===== config.mk =====
export PLATFORM = sky130hd
export DESIGN_NAME = muldiv_ctrl
export DESIGN_NICKNAME = d
export VERILOG_FILES = /design/src/rtl/muldiv_pkg.sv /design/src/rtl/muldiv_step.sv /design/src/rtl/muldiv_ctrl.sv
export SDC_FILE = /design/constraint.sdc
export NUM_CORES = 1
export LEC_CHECK = 0
export BUFFER_PORTS_ARGS = -buffer_cell sky130_fd_sc_hd__buf_4
export CAP_MARGIN = 20
export CELL_PAD_IN_SITES_DETAIL_PLACEMENT = 0
export CELL_PAD_IN_SITES_GLOBAL_PLACEMENT = 1
export CORE_MARGIN = 2
export CORE_UTILIZATION = 46
export CTS_CLUSTER_SIZE = 8
export DETAILED_ROUTE_END_ITERATION = 10
export HOLD_SLACK_MARGIN = 0.1
export PLACE_DENSITY = 0.94
export SLEW_MARGIN = 10
export SYNTH_ARGS = -nofsm -noshare
export SYNTH_HDL_FRONTEND = slang
export SYNTH_SLANG_ARGS = --single-unit
export TNS_END_PERCENT = 100

===== constraint.sdc =====
create_clock -name clk -period 6.5 [get_ports clk]
set_input_delay 0.975 -clock clk [delete_from_list [all_inputs] [get_ports clk]]
set_output_delay 0.975 -clock clk [all_outputs]
set_load 0.01 [all_outputs]

===== src/rtl/muldiv_pkg.sv =====
// Shared constants for the multi-cycle multiply/divide controller.
package muldiv_pkg;

    localparam int unsigned WIDTH  = 32;
    localparam int unsigned ITER   = WIDTH;
    localparam int unsigned WORK_W = 2 * WIDTH + 1;
    localparam int unsigned CNT_W  = 6;

    // Operation encodings on op_i
    localparam logic [1:0] MD_MULT  = 2'b00;
    localparam logic [1:0] MD_MULTU = 2'b01;
    localparam logic [1:0] MD_DIV   = 2'b10;
    localparam logic [1:0] MD_DIVU  = 2'b11;

    // Controller states
    localparam logic [1:0] ST_IDLE    = 2'd0;
    localparam logic [1:0] ST_MUL_RUN = 2'd1;
    localparam logic [1:0] ST_DIV_RUN = 2'd2;
    localparam logic [1:0] ST_DONE    = 2'd3;

    // LO value returned for a divide by zero
    localparam logic [WIDTH-1:0] DIV_ZERO_LO = 32'hFFFF_FFFF;

endpackage


===== src/rtl/muldiv_step.sv =====
// One radix-2 iteration: shift-add multiply or restoring shift-subtract divide.
// Working register layout: {carry, hi[WIDTH-1:0], lo[WIDTH-1:0]}.
module muldiv_step
    import muldiv_pkg::*;
(
    input  logic [WORK_W-1:0] work_i,
    input  logic [WIDTH-1:0]  opnd_i,
    input  logic              div_i,
    output logic [WORK_W-1:0] work_o
);

    logic [WIDTH-1:0] acc;
    logic [WIDTH-1:0] lo;
    logic [WIDTH:0]   sum;
    logic [WIDTH+1:0] part;
    logic [WIDTH-1:0] diff;

    // Multiply consumes lo LSB-first; divide shifts the dividend into the remainder MSB-first
    always_comb begin
        acc    = work_i[2*WIDTH-1:WIDTH];
        lo     = work_i[WIDTH-1:0];
        sum    = {1'b0, acc} + (lo[0] ? {1'b0, opnd_i} : (WIDTH+1)'(0));
        part   = {work_i[WORK_W-1:WIDTH], lo[WIDTH-1]};
        diff   = part[WIDTH-1:0] - opnd_i;
        work_o = {1'b0, sum, lo[WIDTH-1:1]};
        if (div_i) begin
            if (part >= {2'b00, opnd_i}) begin
                work_o = {1'b0, diff, lo[WIDTH-2:0], 1'b1};
            end else begin
                work_o = {1'b0, part[WIDTH-1:0], lo[WIDTH-2:0], 1'b0};
            end
        end
    end

endmodule


===== src/rtl/muldiv_ctrl.sv =====
// Multi-cycle MULT/MULTU/DIV/DIVU controller with pipeline stall and ready pulse.
module muldiv_ctrl
    import muldiv_pkg::*;
(
    input  logic          clk,
    input  logic          resetn,
    input  logic          start_i,
    input  logic [1:0]    op_i,
    input  logic [31:0]   opdata1_i,
    input  logic [31:0]   opdata2_i,
    input  logic          annul_i,
    output logic [63:0]   result_o,
    output logic          ready_o,
    output logic          busy_o,
    output logic          stall_o
);

    logic [1:0]         state_q,  state_d;
    logic [CNT_W-1:0]   cnt_q,    cnt_d;
    logic [WORK_W-1:0]  work_q,   work_d;
    logic [WORK_W-1:0]  work_step;
    logic [WIDTH-1:0]   opnd_q,   opnd_d;
    logic               div_q,    div_d;
    logic               sgn_q,    sgn_d;
    logic               s1_q,     s1_d;
    logic               s2_q,     s2_d;
    logic [2*WIDTH-1:0] result_q, result_d;
    logic               ready_q,  ready_d;
    logic               busy_q,   busy_d;

    logic               is_div;
    logic               is_sgn;
    logic               neg1;
    logic               neg2;
    logic [WIDTH-1:0]   abs1;
    logic [WIDTH-1:0]   abs2;
    logic [2*WIDTH-1:0] prod;
    logic [WIDTH-1:0]   quo;
    logic [WIDTH-1:0]   rem;
    logic [WIDTH-1:0]   quo_fix;
    logic [WIDTH-1:0]   rem_fix;
    logic [2*WIDTH-1:0] fixed;

    muldiv_step u_step (
        .work_i (work_q),
        .opnd_i (opnd_q),
        .div_i  (div_q),
        .work_o (work_step)
    );

    // Decode the request and form operand magnitudes
    always_comb begin
        is_div = (op_i == MD_DIV) || (op_i == MD_DIVU);
        is_sgn = (op_i == MD_MULT) || (op_i == MD_DIV);
        neg1   = is_sgn & opdata1_i[WIDTH-1];
        neg2   = is_sgn & opdata2_i[WIDTH-1];
        abs1   = neg1 ? WIDTH'(-opdata1_i) : opdata1_i;
        abs2   = neg2 ? WIDTH'(-opdata2_i) : opdata2_i;
    end

    // Sign-correct the final iteration's output for loading into result_o
    always_comb begin
        prod    = work_step[2*WIDTH-1:0];
        quo     = work_step[WIDTH-1:0];
        rem     = work_step[2*WIDTH-1:WIDTH];
        quo_fix = (sgn_q & (s1_q ^ s2_q)) ? WIDTH'(-quo) : quo;
        rem_fix = (sgn_q & s1_q) ? WIDTH'(-rem) : rem;
        if (div_q) begin
            fixed = {rem_fix, quo_fix};
        end else begin
            fixed = (sgn_q & (s1_q ^ s2_q)) ? (2*WIDTH)'(-prod) : prod;
        end
    end

    // Next-state and datapath update
    always_comb begin
        state_d  = state_q;
        cnt_d    = cnt_q;
        work_d   = work_q;
        opnd_d   = opnd_q;
        div_d    = div_q;
        sgn_d    = sgn_q;
        s1_d     = s1_q;
        s2_d     = s2_q;
        result_d = result_q;
        ready_d  = 1'b0;

        case (state_q)
            ST_IDLE: begin
                if (start_i && !annul_i) begin
                    cnt_d = '0;
                    div_d = is_div;
                    sgn_d = is_sgn;
                    s1_d  = neg1;
                    s2_d  = neg2;
                    if (is_div) begin
                        if (opdata2_i == '0) begin
                            state_d  = ST_DONE;
                            ready_d  = 1'b1;
                            result_d = {opdata1_i, DIV_ZERO_LO};
                        end else begin
                            state_d = ST_DIV_RUN;
                            work_d  = {1'b0, WIDTH'(0), abs1};
                            opnd_d  = abs2;
                        end
                    end else begin
                        state_d = ST_MUL_RUN;
                        work_d  = {1'b0, WIDTH'(0), abs2};
                        opnd_d  = abs1;
                    end
                end
            end
            ST_MUL_RUN, ST_DIV_RUN: begin
                if (annul_i) begin
                    state_d = ST_IDLE;
                    cnt_d   = '0;
                end else begin
                    work_d = work_step;
                    cnt_d  = cnt_q + CNT_W'(1);
                    if (cnt_q == CNT_W'(ITER - 1)) begin
                        state_d  = ST_DONE;
                        cnt_d    = '0;
                        ready_d  = 1'b1;
                        result_d = fixed;
                    end
                end
            end
            default: begin
                state_d = ST_IDLE;
            end
        endcase

        busy_d = (state_d != ST_IDLE);
    end

    // State and datapath registers with synchronous active-low reset
    always_ff @(posedge clk) begin
        if (!resetn) begin
            state_q  <= ST_IDLE;
            cnt_q    <= '0;
            work_q   <= '0;
            opnd_q   <= '0;
            div_q    <= 1'b0;
            sgn_q    <= 1'b0;
            s1_q     <= 1'b0;
            s2_q     <= 1'b0;
            result_q <= '0;
            ready_q  <= 1'b0;
            busy_q   <= 1'b0;
        end else begin
            state_q  <= state_d;
            cnt_q    <= cnt_d;
            work_q   <= work_d;
            opnd_q   <= opnd_d;
            div_q    <= div_d;
            sgn_q    <= sgn_d;
            s1_q     <= s1_d;
            s2_q     <= s2_d;
            result_q <= result_d;
            ready_q  <= ready_d;
            busy_q   <= busy_d;
        end
    end

    assign result_o = result_q;
    assign ready_o  = ready_q;
    assign busy_o   = busy_q;
    assign stall_o  = ((state_q == ST_IDLE) & start_i & ~annul_i)
                    | (state_q == ST_MUL_RUN)
                    | (state_q == ST_DIV_RUN);

endmodule


=== Word level (Yosys, flattened, before mapping) ===
Cells that the tools add are included.

* Equality and inequality tests: 12
* Add/subtract/negate cells: 8
* Reduce and logical (&&, ||, !) cells: 15
* $lt $le $gt $ge: 1
* Multiplexer cells: 38
* Bitwise gates (word level): 10

{| class="wikitable"
|+ Operator list
! cell !! count
|-
| $mux 64 || 8
|-
| $mux 65 || 5
|-
| $mux 32 || 7
|-
| $pmux 65 s2 || 1
|-
| $neg 32->32 || 4
|-
| $pmux 64 s2 || 1
|-
| $neg 64->64 || 1
|-
| $ge 34x32->1 || 1
|-
| $add 32x33->33 || 1
|-
| $logic_not 32->1 || 1
|-
| $sub 32x32->32 || 1
|-
| $mux 6 || 3
|-
| $ne 2x2->1 const B || 6
|-
| $pmux 6 s2 || 1
|-
| $mux 2 || 4
|-
| $add 6x1->6 const B || 1
|-
| $and 1x1->1 || 6
|-
| $eq 2x2->1 const B || 3
|-
| $eq 6x5->1 const B || 1
|-
| $mux 1 || 6
|-
| $reduce_and 6->1 || 1
|-
| $logic_not 2->1 || 2
|-
| $pmux 2 s2 || 1
|-
| $reduce_and 2->1 || 2
|-
| 13 further kinds || 16
|}

* Output and inout port bits: 67
* Word-level logic and storage cells: 95
* Bits in registers: 175
* Input port bits: 70

=== Depth between registers and ports, before layout ===
* Depth after elaboration: 9
* Depth in mapped cells: 23
* Depth with buffers taken out: 21

=== Cells and area by module ===
From an unflattened synthesis, not the netlist that was laid out.

* Cells, all modules: 2072
* Area, all modules: 15307.2 µm²

{| class="wikitable"
|+ By module, submodules not included
! module !! sequential area each (µm²) !! instances !! area an instance (µm²) !! cells an instance
|-
| muldiv_ctrl || 3503.4 || 1 || 10652.7 || 1406
|-
| muldiv_step || 0.0 || 1 || 4654.5 || 666
|}

=== Worst setup path after synthesis ===
Ideal clock, no wire load.

* Path kind: reg-to-reg
* Start: register work_q[31]
* End: register result_q[62] (netlist: result_o[62])
* Required time: 6.376 ns
* Arrival: 4.574 ns
* Period minus slack after synthesis: 4.698 ns
* Path buffers: 2
* Cell stages (with the launch flop): 23
* Path slack: 1.802 ns
* Library setup time: 0.124 ns
* Cell sequence: dfxtp_1 -> inv_1 -> ha_1 -> inv_1 -> fa_1 -> a211oi_2 -> o21ai_1 -> nand3_1 -> a31o_2 -> buf_2 -> a31o_2 -> clkbuf_1 -> ha_1 -> o211ai_1 -> nor2_1 -> nand3_1 -> nor4_1 -> nand2_1 -> a21oi_1 -> a22oi_2 -> or3_1 -> nor4_1 -> nor3b_1

* Longest elaborated chain between the ends: 9
* Elaborated cells between the ends (all ways): 12
* Classes of those cells: 3 x add/sub; 1 x order compare; 8 x mux

{| class="wikitable"
|+ Ends and longest elaborated chain
! what !! RTL line !! RTL
|-
| from (decl) || muldiv_ctrl.sv:20 || <nowiki>logic [WORK_W-1:0] work_q, work_d;</nowiki>
|-
| from (signal assigned) || muldiv_ctrl.sv:153 || <nowiki>work_q <= work_d;</nowiki>
|-
| $sub 32x32->32 or $ge 34x32->1 (tied branches) || muldiv_step.sv:24, muldiv_step.sv:27 ||
|-
| $mux 64 || muldiv_step.sv:27 || <nowiki>if (part >= {2'b00, opnd_i}) begin</nowiki>
|-
| $mux 65 * || muldiv_step.sv:26 || <nowiki>if (div_i) begin</nowiki>
|-
| $neg 64->64 or $neg 32->32 (tied branches) || muldiv_ctrl.sv:71, muldiv_ctrl.sv:67 ||
|-
| $mux 64 or $mux 32 (tied branches) || muldiv_ctrl.sv:71, muldiv_ctrl.sv:67 ||
|-
| $mux 64 * || muldiv_ctrl.sv:68 || <nowiki>if (div_q) begin</nowiki>
|-
| $mux 64 * || muldiv_ctrl.sv:120 || <nowiki>if (cnt_q == CNT_W'(ITER - 1)) begin</nowiki>
|-
| $mux 64 * || muldiv_ctrl.sv:114 || <nowiki>if (annul_i) begin</nowiki>
|-
| $pmux 64 s2 * || muldiv_ctrl.sv:88 || <nowiki>case (state_q)</nowiki>
|-
| to (signal assigned) || muldiv_ctrl.sv:159 || <nowiki>result_q <= result_d;</nowiki>
|-
| to (decl) || muldiv_ctrl.sv:27 || <nowiki>logic [2*WIDTH-1:0] result_q, result_d;</nowiki>
|}

Every way passes the cells marked *; elsewhere a longest branch is shown, timed or not. The select of a mux whose other input is x is not followed.
A chain may end at the register's enable or synchronous reset.

=== Worst setup path after layout ===
Ends and elaborated chain as after synthesis.

==> impl_metrics.tcl <==
set metrics [dict create \
    syn_area_mm2 0.0164 \
    p_switching_mw 1.29 \
    hold_ws_ns 0.472 \
    async_reset_ff_share_pct 0 \
    cp_cell_sequence "inv_1 -> ha_1 -> inv_1 -> fa_1 -> a211oi_2 -> o21ai_1 -> nand3_1 -> a31o_2 -> a31o_2 -> ha_1 -> o211ai_1 -> nor2_1 -> nand3_1 -> nor4_1 -> nand2_1 -> a21oi_1 -> a22oi_2 -> or3_1 -> nor4_1 -> nor3b_1" \
    grt_pass1_vias 16100 \
    post-synth-top-count-cell "nand2_1" \
    period_share_pct 91.2 \
    cts_tree "yes" \
    setup_tns_ns 0 \
    cts_root_buf "clkbuf_16" \
    ys_warn_count 0 \
    synth_area_per_cell_um2 7.47 \
    place_area_mm2 0.0176 \
    firstDrtPassIters 6 \
    clock_path_buffers 2 \
    grt_usage_pct 32.7 \
    drc 0 \
    synthToLayoutAreaGrowth_pct 11.2 \
    fin_cells 2711 \
    worstMarginPinSlew_ns 0.991 \
    die_x_um 193 \
    cp_max_fo 15 \
    reg2reg_to "result_o[62]$_SDFFE_PN0P_" \
    p_int_mw 2.15 \
    place_inst 2679 \
    crit_cells 20 \
    n_antenna_cell 0 \
    grt.overflow.total 0 \
    cts_buffers 17 \
    power.share.sequential_pct 34.0 \
    holdBufCountCts 0 \
    cp-start-kind "flop" \
    ys.flop_type "dfxtp_1" \
    syn_inst 2193 \
    synth_nets 2338 \
    wl_per_cell_um 22.7 \
    cp.arrival_ns 6.26 \
    slew_violations 0 \
    synth_top_area_cell "dfxtp_1" \
    rsz0062_at_grt "no" \
    gp_congestion 0.989 \
    antenna_found_initial 1 \
    drive_above_1_share_pct 12.0 \
    cts_resized 0 \
    power.density_mw_per_mm2 189 \
    maxSlewHeadroom_pct 33.8 \
    coreArea_mm2 0.0353 \
    start_util_pct 46.4 \
    hpwl_mm 46.7 \
    clock-sinks 174 \
    synth-edff-count 0 \
    die_y_um 193 \
    ys_ff_latch 174 \
    vias_per_cell 6.40 \
    required_ns 6.83 \
    grt_pass1_wl_mm 93.5 \
    crit_family "simple AND/OR/NAND/NOR gates" \
    routed-via-count 17300 \
    placementRows 69 \
    ys_seq_area_share_pct 21.3 \
    io_pins 137 \
    outcome "complete, no violations" \
    synth_area_leaders "dfxtp_1, ha_1, nand2_1, a21oi_1, xnor2_1" \
    rr_worst_depth 20 \
    power_mw 3.44 \
    r2r-start "work_q[31]$_SDFFE_PN0P_" \
    drtIter0Drc 1862 \
    post-route-util_pct 51.6 \
    floorplan.die_area_mm2 0.0372 \
    slowest_stage "nor4_1" \
    path_class "reg -> reg" \
    place_ws_ns 0.862 \
    period_needed_ns 5.93 \
    swShare_pct 37.5 \
    fin_ws_ns 0.569 \
    cts.clk_slew.worst_paths_ns 0.07 \
    irDropWorstVdd_mv 0.160 \
    p_leak_nw 7.74 \
    wl_mm 61.5 \
    maxCapViolations 0 \
    hold_viol 0 \
    ys_types 98 \
    post_cts_buffers 0 \
    path_buf_inv 2 \
    numPortBuffers 136 \
    setup_viol 0 \
    endpoint_kind "flop" \
    finalNetCount 2382 \
    pwr-share-comb_pct 33.4 \
    ant_nets 0 \
    fillCellCount 3442 \
    hold_path_class "reg -> reg" \
    htree_num_levels 4 \
    grt_max_degree 101 \
    synth_common_cells "nand2_1, dfxtp_1, a21oi_1" \
    clkPwrFrac_pct 32.6 \
    yosysTopAreaCellShare_pct 21.3 \
    fmax_ghz 0.169 \
    critPathMaxStageDelay_ns 0.85 \
    endpoint "result_o[62]$_SDFFE_PN0P_" \
    r2r_slack_ns 0.57 \
    insertion_delay_ns 0.46 \
    final_cell_area_mm2 0.0182 \
    clock_skew_ns 0.0163 \
    startpoint "work_q[31]$_SDFFE_PN0P_" \
]
[how the worst min path moves through the flow]
| stage | startpoint | end | slack, ns | cells past startpoint |
|---|---|---|---|---|
| after detailed placement | result_o[51]$_SDFFE_PN0P_ | result_o[51]$_SDFFE_PN0P_ | 0.46 | 2 |
| final | result_o[32]$_SDFFE_PN0P_ | result_o[32]$_SDFFE_PN0P_ | 0.47 | 2 |
| after global routing | result_o[32]$_SDFFE_PN0P_ | result_o[32]$_SDFFE_PN0P_ | 0.50 | 2 |
| after CTS | result_o[51]$_SDFFE_PN0P_ | result_o[51]$_SDFFE_PN0P_ | 0.47 | 2 |
| after global placement | result_o[51]$_SDFFE_PN0P_ | result_o[51]$_SDFFE_PN0P_ | 0.46 | 2 |
| after floorplan | opnd_q[11]$_SDFFE_PN0P_ | opnd_q[11]$_SDFFE_PN0P_ | 0.45 | 2 |
[cells in the final DEF (no fill, tap or decap), types with 11 or more instances in the layout]
| cell | instances |
|---|---|
| and2_1 | 62 |
| o31ai_1 | 24 |
| nand4_1 | 22 |
| o21a_1 | 18 |
| nand2_1 | 226 |
| and3_1 | 14 |
| nor2b_1 | 36 |
| a31oi_1 | 46 |
| ha_1 | 72 |
| a21boi_0 | 43 |
| xor2_1 | 73 |
| or4_1 | 11 |
| nand2b_1 | 17 |
| a21oi_1 | 158 |
| buf_4 | 172 |
| inv_1 | 66 |
| nor2_1 | 150 |
| clkbuf_16 | 17 |
| nor4_1 | 15 |
| o211ai_1 | 93 |
| o21ai_1 | 14 |
| nor3_1 | 55 |
| dfxtp_1 | 173 |
| nand3_1 | 94 |
| xnor2_1 | 84 |
| mux2i_1 | 65 |
| or3_1 | 24 |
| o21ai_0 | 124 |
| o211a_1 | 70 |
| a211oi_1 | 15 |
[registers in the layout, summed over array words and instances, names as in the netlist, 2 cells and up]
register and flops:
state_q 2, opnd_q 32, result_o 64, work_q 64, cnt_q 6
[kinds of logic (layout without fill, tap and decap cells)]
family                   after synthesis  in the layout  synth area share (%)
multiplexers                          69             69                  4.24
buffers and inverters                219            276                  6.18
XOR/XNOR                             157            157                  8.39
AO/OA/AOI/OAI                        723            723                  30.6
flip-flops                           174            174                  21.3
AND/OR/NAND/NOR                      776            776                  23.5
adder cells (fa/ha/maj)               75             75                  5.82
[per-layer routing]
metal | global-route usage, % | routed length, µm | vias up
li1 | - | - | 8127
met1 | 42.9 | 25800 | 8286
met2 | 53.3 | 28500 | 805
met3 | 4.42 | 4750 | 125
met4 | 14.8 | 2510 | 0
met5 | 0 | 0 | -
[worst register-to-register path: stages (launching register included)]
cell	delay, ns
dfxtp_1	0.34
inv_1	0.06
ha_1	0.16
inv_1	0.06
fa_1	0.43
a211oi_2	0.32
o21ai_1	0.17
nand3_1	0.18
a31o_2	0.40
a31o_2	0.37
ha_1	0.24
o211ai_1	0.15
nor2_1	0.30
nand3_1	0.19
nor4_1	0.85
nand2_1	0.16
a21oi_1	0.54
a22oi_2	0.17
or3_1	0.38
nor4_1	0.25
nor3b_1	0.09
[power by group through the flow]
stage / Sequential (mW) / Clock (mW) / Combinational, mW
floorplan: 1.18 / 0 / 0.747
global placement: 1.19 / 0 / 1.11
detailed placement: 1.19 / 0 / 1.11
CTS: 1.17 / 1.13 / 1.12
global route: 1.17 / 1.16 / 1.23
finish: 1.17 / 1.12 / 1.15
[final cells by class]
class / instances / area [µm²] / area share (%)
repair buffers: 175 / 1360 / 7.46
multi-input cells: 1800 / 11900 / 65.4
clock inverters: 14 / 178 / 0.975
inverters: 69 / 259 / 1.42
clock buffers: 18 / 439 / 2.41
flip-flops and latches: 174 / 3490 / 19.1
well taps: 461 / 577 / 3.16
Note: power is estimated with default switching activity, not from simulation.
